[config.mk]
export PLATFORM = sky130hd
export DESIGN_NAME = iir_zero_mac
export DESIGN_NICKNAME = d
export VERILOG_FILES = /design/src/rtl/iir_zero_mac.sv
export SDC_FILE = /design/constraint.sdc
export NUM_CORES = 1
export LEC_CHECK = 0
export CAP_MARGIN = 20
export CORE_UTILIZATION = 61
export DETAILED_ROUTE_END_ITERATION = 8
export GPL_ROUTABILITY_DRIVEN = 0
export PLACE_DENSITY_LB_ADDON = 0.15
export REMOVE_ABC_BUFFERS = 1
export SETUP_SLACK_MARGIN = 0.5
export SYNTH_ARGS = -nofsm -noshare
export SYNTH_HDL_FRONTEND = slang
export SYNTH_SLANG_ARGS = --single-unit
export TNS_END_PERCENT = 5
[constraint.sdc]
create_clock -name clk -period 5.97 [get_ports clk]
set_clock_uncertainty 0.1 [all_clocks]
set_input_delay 0.597 -clock clk [delete_from_list [all_inputs] [get_ports clk]]
set_output_delay 0.597 -clock clk [all_outputs]
set_load 0.005 [all_outputs]
[src/rtl/iir_zero_mac.sv]
// Second-order FIR (zero) section: three taps through one shared 12x12 signed multiplier.
// One sample is accepted in IDLE and the sum is produced three clock edges later.
module iir_zero_mac #(
  parameter logic signed [11:0] B0 = 12'sd25,
  parameter logic signed [11:0] B1 = 12'sd50,
  parameter logic signed [11:0] B2 = 12'sd25
) (
  input  logic        clk,
  input  logic        rst_n,
  input  logic [11:0] din,
  input  logic        din_valid,
  output logic        din_ready,
  input  logic        flush,
  output logic [24:0] dout,
  output logic        dout_valid
);

  typedef enum logic [1:0] {
    IDLE = 2'd0,
    MAC0 = 2'd1,
    MAC1 = 2'd2,
    MAC2 = 2'd3
  } state_t;

  state_t             state_r;
  state_t             state_nxt_s;
  logic signed [11:0] x0_r;
  logic signed [11:0] x1_r;
  logic signed [11:0] x2_r;
  logic signed [24:0] acc_r;
  logic signed [11:0] coef_s;
  logic signed [11:0] samp_s;
  logic signed [23:0] prod_s;
  logic signed [24:0] sum_s;

  // Select the tap/sample pair for the shared multiplier and accumulate.
  always_comb begin
    coef_s = B0;
    samp_s = x0_r;
    case (state_r)
      MAC0: begin
        coef_s = B0;
        samp_s = x0_r;
      end
      MAC1: begin
        coef_s = B1;
        samp_s = x1_r;
      end
      MAC2: begin
        coef_s = B2;
        samp_s = x2_r;
      end
      default: begin
        coef_s = B0;
        samp_s = x0_r;
      end
    endcase
    prod_s = coef_s * samp_s;
    sum_s  = acc_r + $signed({prod_s[23], prod_s});
  end

  // Ready only in IDLE and never while reset is held.
  always_comb begin
    din_ready = (state_r == IDLE) && !rst_n;
  end

  // Next-state logic; flush always returns to IDLE.
  always_comb begin
    state_nxt_s = state_r;
    if (flush) begin
      state_nxt_s = IDLE;
    end else begin
      case (state_r)
        IDLE: begin
          if (din_valid) begin
            state_nxt_s = MAC0;
          end else begin
            state_nxt_s = IDLE;
          end
        end
        MAC0:    state_nxt_s = MAC1;
        MAC1:    state_nxt_s = MAC2;
        MAC2:    state_nxt_s = IDLE;
        default: state_nxt_s = IDLE;
      endcase
    end
  end

  // State register; reset polarity is active-high despite the rst_n name.
  always_ff @(posedge clk or posedge rst_n) begin
    if (rst_n) begin
      state_r <= IDLE;
    end else begin
      state_r <= state_nxt_s;
    end
  end

  // Delay line, accumulator and result registers.
  always_ff @(posedge clk or posedge rst_n) begin
    if (rst_n) begin
      x0_r       <= 12'sd0;
      x1_r       <= 12'sd0;
      x2_r       <= 12'sd0;
      acc_r      <= 25'sd0;
      dout       <= 25'd0;
      dout_valid <= 1'b0;
    end else if (flush) begin
      x0_r       <= 12'sd0;
      x1_r       <= 12'sd0;
      x2_r       <= 12'sd0;
      acc_r      <= 25'sd0;
      dout_valid <= 1'b0;
    end else begin
      dout_valid <= 1'b0;
      case (state_r)
        IDLE: begin
          if (din_valid) begin
            x2_r  <= x1_r;
            x1_r  <= x0_r;
            x0_r  <= $signed(din);
            acc_r <= 25'sd0;
          end else begin
            acc_r <= acc_r;
          end
        end
        MAC0: acc_r <= sum_s;
        MAC1: acc_r <= sum_s;
        MAC2: begin
          dout       <= sum_s;
          dout_valid <= 1'b1;
        end
        default: acc_r <= acc_r;
      endcase
    end
  end

endmodule

==> results of run 1 <==
==> routing by layer <==
layer,up-vias,part of all wire [%],global-route usage [%]
li1,2414,-,-
met2,137,51,49.01
met1,2558,42,33.84
met4,0,3.0,13.22
met3,33,3.4,4.304
met5,-,0,0
==> power by group through the flow <==
stage	Combinational [W]	Clock [W]	Sequential, W
floorplan	0.000620	0	0.000773
global placement	0.000932	0	0.000780
detailed placement	0.000970	0	0.000784
CTS	0.000984	0.000613	0.000775
global route	0.00116	0.000635	0.000787
finish	0.00104	0.000604	0.000776
==> cells by family (layout without fill, tap and decap cells) <==
kind of cell | Yosys count | after routing | synth area share, %
AO/OA/AOI/OAI | 165 | 165 | 17.36
buffers and inverters | 146 | 190 | 7.901
AND/OR/NAND/NOR | 120 | 120 | 7.759
XOR/XNOR | 26 | 26 | 3.253
flip-flops | 89 | 89 | 31.82
adder cells (fa/ha/maj) | 131 | 131 | 29.10
multiplexers | 18 | 18 | 2.807
==> worst max-delay path: stages (launching register included) <==
cell      delay [ps]
dfrtp_1          410
inv_2             70
ha_4             170
buf_4            170
a22o_1           250
and2_4           180
ha_1             270
inv_1             50
fa_1             530
inv_1             50
fa_1             530
inv_1             60
fa_1             530
inv_1             70
ha_4             290
and3_4           170
a221oi_4         340
o21ai_4          120
o31ai_4          300
nand2_1          100
xor2_1           180
mux2_2           280
==> through the flow <==
stage          util (%)  total power, W  setup TNS (ps)
3_5_place_dp      68.70        0.001754               0
5_1_grt           73.59        0.002583               0
6_report          73.59        0.002416               0
2_1_floorplan         -        0.001394          -13.68
3_3_place_gp      68.60        0.001712               0
4_1_cts           71.85        0.002371               0
==> cells in the final DEF, fill, tap and decap left out, types with 9 or more instances in the layout <==
cell	n
and2_1	15
nor2_1	29
nand2_1	52
mux2_2	13
a21o_1	14
dfrtp_1	88
clkdlybuf4s50_1	42
xor2_1	10
o21ai_0	14
a22o_1	60
fa_1	53
xnor2_1	16
a21oi_1	36
buf_4	12
ha_1	71
inv_1	113
clkbuf_16	9
==> sequential cells by signal, indices dropped and copies added, names as in the netlist <==
register and cells:
x2_r 12, dout_valid 1, x1_r 12, x0_r 12, state_r 2, dout 25, acc_r 25
==> final timing paths <==
check | from | end | slack (ps) | cells past startpoint
hold reg to reg | dout[5]$_DFFE_PP0P_ | dout[5]$_DFFE_PP0P_ | 380 | 2
setup reg to reg | state_r[0]$_DFF_PP0_ | dout[19]$_DFFE_PP0P_ | 630 | 21
min in group asynchronous | rst_n | x0_r[0]$_DFFE_PP0P_ | 560 | 2
max in group asynchronous | rst_n | dout[22]$_DFFE_PP0P_ | 4110 | 3
hold / removal | dout[5]$_DFFE_PP0P_ | dout[5]$_DFFE_PP0P_ | 380 | 2
setup / recovery | state_r[0]$_DFF_PP0_ | dout[19]$_DFFE_PP0P_ | 630 | 21
==> area by class of cell <==
type                            count  share of cell area [%]
Clock buffer                       10                   2.821
Clock inverter                      5                   1.002
Inverter                          118                   5.502
Multi-Input combinational cell    460                   54.36
Sequential cell                    89                   27.45
Tap cell                          140                   2.158
Timing Repair Buffer               57                   6.705
==> what timing repair did <==
item | 4_1_cts | 5_1_grt
setup buffers | 1 | 3
pin swaps | 1 | 13
gates resized for setup | 5 | 38
setup endpoints to repair | 18 | 27
==> flow_metrics.py, run 1 <==
metrics = {
    "run_status": {
        "outcome": "completed",
    },
    "logic_synthesis": {
        "synth_cells": 695,
        "synthTopCellsByArea": "dfrtp_1 (32%), fa_1 (15%), ha_1 (14%)",
        "seq_area_frac_synth_pct": 31.82,
        "synth.ff_latch_count": 89,
        "syn_area_per_cell_um2": 10.07,
        "syn-cell-area_mm2": 0.006999,
        "ys_warn_count": 0,
        "async_reset_ff_share_pct": 100.0,
        "synthTopCellsByCount": "inv_1 (116), dfrtp_1 (89), ha_1 (78)",
        "synth_ff_type": "dfrtp_1",
        "yosys.area.top_type": "dfrtp_1",
        "synth_edf_count": 0,
        "yosysUniqueCellTypes": 46,
        "yosysMostFrequentCell": "inv_1",
        "synth_top_area_share_pct": 31.82,
    },
    "floorplan": {
        "die_h_um": 109.1,
        "std_cell_rows": 38,
        "start_util_pct": 63.45,
        "core-area_mm2": 0.01103,
        "io-pin-count": 43,
        "die_area_mm2": 0.01191,
        "die_w_um": 109.1,
    },
    "clock_network": {
        "cts_tree": "done",
        "numCtsBuffers": 9,
        "clk_latency_ps": 360,
        "clock_sinks": 89,
        "cts_max_level": 3,
        "postCtsHoldBufs": 0,
        "path_clk_slew_ps": 60,
        "clockBufferDepth": 2,
        "cts-root-buf": "clkbuf_16",
    },
    "timing": {
        "setup_ws_ps": 634.9,
        "slew_violations": 0,
        "whs_ps": 379.9,
        "worst_slew_pin_slew_ps": 868.6,
        "post-route-period-util_pct": 89.37,
        "hold_viol_final": 0,
        "max_freq_ghz": 0.1874,
        "relSlewSlack_pct": 42.09,
        "layout_min_cycle_time_ps": 5335,
        "rsz0062_at_grt": "true",
        "finalSetupViolCount": 0,
    },
    "route": {
        "drt-pass1-iter-count": 5,
        "finalWirelength_um": 15440,
        "drt_iter0_drc": 233,
        "wl_per_cell_um": 17.57,
        "antenna_left": 0,
        "vias_per_cell": 5.850,
        "route.detailed.drc": 0,
        "num_vias": 5142,
    },
    "power_and_ir_drop": {
        "ir_worst_vdd_uv": 186.5,
        "power.density_mw_per_mm2": 297.6,
        "seqPwrFrac_pct": 32.1,
        "clockPowerShare_pct": 25.0,
        "switching_share_pct": 36.10,
        "p_comb_share_pct": 42.9,
        "internal-power_w": 0.001544,
        "power_switching_w": 0.0008720,
        "power_leakage_nw": 4.259,
    },
    "critical_path": {
        "cp.required_ps": 6110,
        "critPathMaxFanout": 11,
        "path_class": "reg -> reg",
        "crit_arrival_ps": 5470,
        "crit_path_end_kind": "register",
        "worst_setup_path_start_kind": "register",
    },
    "grt": {
        "gr-usage-all-layers_pct": 28.06,
        "grt_start_max_net_pins": 52,
        "grt_pass1_vias": 5410,
        "antenna_found_initial": 0,
        "overflow": 0,
        "grt_pass1_wl_um": 25210,
    },
    "place": {
        "place_inst": 860,
        "io_buffers": 42,
        "hpwlAfterDp_um": 11660,
        "pre_cts_slack_ps": 308.8,
        "dpl_cell_area_mm2": 0.007579,
    },
    "cells_and_area": {
        "fillers": 783,
        "antenna_cells": 0,
        "nets": 882,
        "final_cells": 879,
        "drive_gt1_share_pct": 11.50,
        "multiInputGateArea_mm2": 0.004413,
        "area_growth_pct": 15.98,
        "final_area_mm2": 0.008118,
        "regArea_mm2": 0.002228,
    },
    "worst_hold_path": {
        "hp-class": "reg -> reg",
    },
    "job": {
        "cap_violations": 0,
    },
}
Note: power is estimated with default switching activity, not from simulation.
==> run 2: changes to the inputs <==
==> constraint.sdc (replaced) <==
create_clock -name clk -period 6 [get_ports clk]
set_clock_uncertainty 0.1 [all_clocks]
set_input_delay 0.6 -clock clk [delete_from_list [all_inputs] [get_ports clk]]
set_output_delay 0.6 -clock clk [all_outputs]
set_load 0.005 [all_outputs]
==> run 2 against run 1 <==
  * Worst setup slack worse by 24 ps
  * Clock power is 12% lower
  * Highest routed layer unchanged
  * Utilization is 0.39 points lower
  * Maximum frequency is 1.0% lower
  * First-iteration DRC count is 8.2% higher
  * Flip-flop and latch count stayed put
==> flow_metrics.py, run 2 (synthesized netlist as in run 1, its figures left out) <==
metrics = {
    "route": {
        "route.detailed.drc": 0,
        "antenna_left": 0,
        "wl_per_cell_um": 17.59,
        "drt-pass1-iter-count": 4,
        "drt_iter0_drc": 252,
        "vias_per_cell": 5.826,
        "finalWirelength_um": 15480,
        "num_vias": 5127,
    },
    "timing": {
        "post-route-period-util_pct": 89.82,
        "rsz0062_at_grt": "true",
        "slew_violations": 0,
        "hold_viol_final": 0,
        "finalSetupViolCount": 0,
        "max_freq_ghz": 0.1855,
        "setup_ws_ps": 610.5,
        "setup_tns_ps": 0,
        "worst_slew_pin_slew_ps": 936.8,
        "relSlewSlack_pct": 37.55,
        "layout_min_cycle_time_ps": 5389,
    },
    "cells_and_area": {
        "area_growth_pct": 15.37,
        "reg_top3": "acc_r: 25 flops, dout: 25 flops",
        "nets": 882,
        "drive_gt1_share_pct": 11.49,
        "fillers": 788,
        "utilization_pct": 73.21,
        "antenna_cells": 0,
        "most-common-layout-cells": "inv_1 (113), dfrtp_1 (88), ha_1 (71), a22o_1 (60), fa_1 (53)",
        "layout_commonest_cell": "inv_1",
    },
    "clock_network": {
        "cts_max_level": 3,
        "clock_sinks": 89,
        "path_clk_slew_ps": 70,
        "clockBufferDepth": 2,
        "postCtsHoldBufs": 0,
        "clk_latency_ps": 360,
        "numCtsBuffers": 9,
        "cts-root-buf": "clkbuf_16",
        "cts_tree": "done",
    },
    "floorplan": {
        "io-pin-count": 43,
        "die_w_um": 109.1,
        "die_h_um": 109.1,
        "std_cell_rows": 38,
        "core-area_mm2": 0.01103,
        "start_util_pct": 63.45,
        "die_area_mm2": 0.01191,
    },
    "critical_path": {
        "crit_path_end_kind": "register",
        "path_class": "reg -> reg",
        "cp.required_ps": 6130,
        "worst_setup_path_start_kind": "register",
        "rr_startpoint": "state_r[0]$_DFF_PP0_",
        "reg2reg_to": "dout[19]$_DFFE_PP0P_",
        "r2r_slack_ps": 610,
        "critPathMaxFanout": 11,
        "reg2reg_depth": 21,
        "crit_arrival_ps": 5520,
    },
    "grt": {
        "antenna_found_initial": 0,
        "grt_start_max_net_pins": 52,
        "grt_pass1_vias": 5370,
        "grt_pass1_wl_um": 25800,
        "overflow": 0,
        "gr-usage-all-layers_pct": 28.60,
    },
    "power_and_ir_drop": {
        "p_total_w": 0.002336,
        "ir_worst_vdd_uv": 213.5,
        "power.density_mw_per_mm2": 289.3,
        "power_leakage_nw": 4.239,
    },
    "worst_hold_path": {
        "hp-start": "dout[4]$_DFFE_PP0P_",
        "hold_end": "dout[4]$_DFFE_PP0P_",
        "hp-class": "reg -> reg",
        "min_path_cells": 2,
    },
    "job": {
        "cap_violations": 0,
    },
    "place": {
        "hpwlAfterDp_um": 11630,
        "pre_cts_slack_ps": 350.7,
        "io_buffers": 42,
    },
    "run_status": {
        "outcome": "completed",
    },
}
-- run 2: cell types whose count changed in the layout (fill, tap and decap cells not counted), moves of 2 or more --
cell	delta
a21oi_1	-2
a21oi_2	+2
bufinv_16	-2
o21ai_0	-3
o21ai_1	+3
-- run 2: area by class of cell --
cell class	count	area (µm²)	share of cell area, %
clock buffers	11	232.7	2.882
clock inverters	5	41.29	0.5113
inverters	118	444.2	5.500
multi-input cells	460	4405	54.56
flip-flops and latches	89	2228	27.60
well taps	140	175.2	2.169
repair buffers	57	548.0	6.786
-- run 2: power breakdown --
part | total (W) | internal, W | switching [W]
Combinational | 0.00103 | 0.000472 | 0.000558
Sequential | 0.000772 | 0.000702 | 0.0000702
Clock | 0.000533 | 0.000284 | 0.000249
Total | 0.00234 | 0.00146 | 0.000878
-- run 2: timing repair --
item / in CTS / in global routing
pin swaps: 1 / 13
hold endpoints to repair: 0 / 0
buffers inserted: 0 / 3
setup endpoints to repair: 14 / 25
gates resized for setup: 4 / 40
-- run 2: worst max path at each step --
| stage | start | to | slack [ps] | depth (start not counted) |
|---|---|---|---|---|
| 2_1_floorplan | state_r[0]$_DFF_PP0_ | dout[19]$_DFFE_PP0P_ | 20 | 20 |
| 3_3_place_gp | state_r[1]$_DFF_PP0_ | dout[19]$_DFFE_PP0P_ | 400 | 20 |
| 3_5_place_dp | state_r[1]$_DFF_PP0_ | acc_r[23]$_DFFE_PP0P_ | 350 | 20 |
| 4_1_cts | state_r[0]$_DFF_PP0_ | dout[19]$_DFFE_PP0P_ | 450 | 21 |
| 5_1_grt | state_r[0]$_DFF_PP0_ | dout[19]$_DFFE_PP0P_ | 380 | 21 |
| 6_report | state_r[0]$_DFF_PP0_ | dout[19]$_DFFE_PP0P_ | 610 | 21 |
-- run 2: layer usage --
layer  vias up  routed length (µm)  track usage, %
li1       2410                   -               -
met1      2583                6762           36.53
met2       106                7922           49.28
met3        28                 440           3.706
met4         0                 354           11.00
met5         -                   0               0
-- run 2: through the flow --
| stage | instances | instance area [µm²] | hold WS [ps] |
|---|---|---|---|
| global placement | 859 | 7567 | 364.6 |
| finish | 880 | 8075 | 384.1 |
| CTS | 876 | 7870 | 391.9 |
| floorplan | 667 | 6889 | 355.1 |
| detailed placement | 860 | 7579 | 365.8 |
| global route | 880 | 8075 | 399.0 |
-- run 2: critical path, stage by stage (launching register included) --
cell,delay (ps)
dfrtp_1,400
inv_2,80
ha_4,170
buf_4,170
a22o_1,260
and2_4,180
ha_1,260
inv_1,50
fa_1,530
inv_1,60
fa_1,520
inv_1,50
fa_1,560
inv_1,70
ha_4,260
and3_1,180
a221oi_4,380
o21ai_4,130
o31ai_4,290
nand2_1,100
xor2_1,180
mux2_2,280
==> run 3: changes to the inputs <==
--- a/config.mk
+++ b/config.mk
@@ -6,12 +6,14 @@
 export NUM_CORES = 1
 export LEC_CHECK = 0
 export CAP_MARGIN = 20
-export CORE_UTILIZATION = 61
+export CORE_UTILIZATION = 65
 export DETAILED_ROUTE_END_ITERATION = 8
+export DONT_BUFFER_PORTS = 1
 export GPL_ROUTABILITY_DRIVEN = 0
 export PLACE_DENSITY_LB_ADDON = 0.15
 export REMOVE_ABC_BUFFERS = 1
 export SETUP_SLACK_MARGIN = 0.5
+export SLEW_MARGIN = 5
 export SYNTH_ARGS = -nofsm -noshare
 export SYNTH_HDL_FRONTEND = slang
 export SYNTH_SLANG_ARGS = --single-unit
==> run 3 against run 2 <==
  * Sequential power rose by 2%
  * Critical endpoint is now dout[15]$_DFFE_PP0P_
  * Worst hold slack worse by 350 ps
  * First-iteration DRC count grew 6.0%
  * Non-clock buffer count down 41
  * Flip-flop and latch count did not move
  * Final cell count shrank 5.1%
  * Via count down 2.2%
  * Largest cell class unchanged
==> flow_metrics.py, run 3 (synthesized netlist as in run 1, its figures left out) <==
metrics = {
    "place": {
        "hpwlAfterDp_um": 11400,
        "dpl_cell_area_mm2": 0.007154,
        "place_inst": 813,
        "io_buffers": 0,
        "pre_cts_slack_ps": 412.6,
    },
    "cells_and_area": {
        "final_cells": 835,
        "area_growth_pct": 8.867,
        "antenna_cells": 0,
        "nets": 841,
        "utilization_pct": 73.48,
        "drive_gt1_share_pct": 12.16,
        "layout_commonest_cell": "inv_1",
        "most-common-layout-cells": "inv_1 (113), dfrtp_1 (88), ha_1 (72), a22o_1 (60), fa_1 (53)",
        "final_area_mm2": 0.007620,
        "fillers": 748,
        "reg_top3": "acc_r: 25 flops, dout: 25 flops",
    },
    "floorplan": {
        "die_w_um": 105.8,
        "core-area_mm2": 0.01037,
        "io-pin-count": 43,
        "start_util_pct": 67.50,
        "die_h_um": 105.8,
        "std_cell_rows": 37,
        "die_area_mm2": 0.01119,
    },
    "critical_path": {
        "crit_path_frequent_cell": "inv_1",
        "path_cells": "inv_2 > ha_4 > buf_12 > a22o_1 > and2_1 > ha_1 > inv_1 > fa_1 > inv_1 > fa_1 > inv_1 > fa_1 > inv_1 > ha_4 > and3_1 > a221oi_4 > o21ai_4 > o211ai_2 > nand2_1 > xor2_1 > mux2_2",
        "path_class": "reg -> reg",
        "cp.required_ps": 6160,
        "r2r_slack_ps": 660,
        "critPathMaxFanout": 23,
        "worst_setup_path_start_kind": "register",
        "crit_arrival_ps": 5500,
        "cp_slowest_cell": "fa_1",
        "cp_slowest_stage_delay_ps": 530,
        "crit_path_end_kind": "register",
    },
    "grt": {
        "antenna_found_initial": 0,
        "gr-usage-all-layers_pct": 29.44,
        "grt_pass1_vias": 5274,
        "met2_usage_pct": 48.88,
        "overflow": 0,
        "grt_pass1_wl_um": 25580,
        "grt_start_max_net_pins": 56,
        "grt_use_met3_pct": 6.926,
        "grtUsageMet1_pct": 37.30,
        "grt-busiest-layer": "met2",
    },
    "route": {
        "vias_per_cell": 6.007,
        "num_vias": 5016,
        "antenna_left": 0,
        "finalWirelength_um": 15180,
        "wl_per_cell_um": 18.18,
        "drt_iter0_drc": 267,
        "route.detailed.drc": 0,
        "drt-pass1-iter-count": 4,
    },
    "clock_network": {
        "postCtsHoldBufs": 0,
        "path_clk_slew_ps": 100,
        "cts-root-buf": "clkbuf_8",
        "clk_latency_ps": 390,
        "numCtsBuffers": 9,
        "cts_tree": "done",
        "cts_max_level": 3,
        "clockBufferDepth": 2,
        "clock_sinks": 89,
    },
    "timing": {
        "relSlewSlack_pct": 53.56,
        "max_freq_ghz": 0.1872,
        "hold_viol_final": 0,
        "rsz0062_at_grt": "true",
        "worst_slew_pin_slew_ps": 696.6,
        "post-route-period-util_pct": 89.05,
        "layout_min_cycle_time_ps": 5343,
        "finalSetupViolCount": 0,
        "setup_tns_ps": 0,
        "setup_ws_ps": 657.2,
        "slew_violations": 0,
    },
    "worst_hold_path": {
        "hp-class": "in -> async",
    },
    "job": {
        "cap_violations": 0,
    },
    "power_and_ir_drop": {
        "power.density_mw_per_mm2": 277.1,
        "power_leakage_nw": 4.087,
        "ir_worst_vdd_uv": 252.5,
    },
    "run_status": {
        "outcome": "completed",
    },
}
-- run 3: worst max-delay path: cells and delay by family, from the launching register on --
family	cells	cell delay (ps)
and+or+nand+nor	3	460
adders and majority gates	6	2320
DFF	1	430
muxes	1	290
AOI/OAI and AO/OA	4	960
buffers and inverters	6	460
xor gates and xnor gates	1	190
-- run 3: layer usage --
metal | routed length (µm) | part of all wire (%)
met5 | 0 | 0
met4 | 430 | 2.8
met3 | 759 | 5.0
met2 | 7658 | 50
met1 | 6335 | 42
-- run 3: power breakdown --
group          internal [W]  total, W  switching, W
Sequential         0.000702  0.000789     0.0000875
Clock              0.000247  0.000476      0.000229
Combinational      0.000339  0.000846      0.000507
-- run 3: timing repair --
| item | CTS | global route |
|---|---|---|
| gates cloned | 0 | 1 |
| setup endpoints to repair | 14 | 32 |
| pin swaps | 0 | 14 |
| buffers inserted | 0 | 5 |
| gates resized for setup | 0 | 37 |
-- run 3: stage by stage --
stage	total power, W	hold WS [ps]
after floorplan	0.001387	355.1
after global placement	0.001562	371.5
after detailed placement	0.001597	382.1
after CTS	0.002079	29.78
after global routing	0.002271	68.99
final	0.002112	31.36
-- run 3: final cells by class --
type                            instances  area (µm²)  share of cell area (%)
Clock buffer                           10       137.6                   1.806
Timing Repair Buffer                   16       153.9                   2.020
Tap cell                              136       170.2                   2.233
Multi-Input combinational cell        460        4395                   57.68
Sequential cell                        89        2228                   29.24
Inverter                              118       444.2                   5.829
Clock inverter                          6       90.09                   1.182
-- run 3: path summary, 6_finish.rpt --
check | start | endpoint | cells after the start
max in group asynchronous | rst_n | acc_r[16]$_DFFE_PP0P_ | 2
min | rst_n | acc_r[0]$_DFFE_PP0P_ | 1
max | state_r[0]$_DFF_PP0_ | dout[15]$_DFFE_PP0P_ | 21
min in group clk | flush | state_r[0]$_DFF_PP0_ | 1
max reg2reg | state_r[0]$_DFF_PP0_ | dout[15]$_DFFE_PP0P_ | 21
min reg2reg | acc_r[4]$_DFFE_PP0P_ | acc_r[4]$_DFFE_PP0P_ | 2
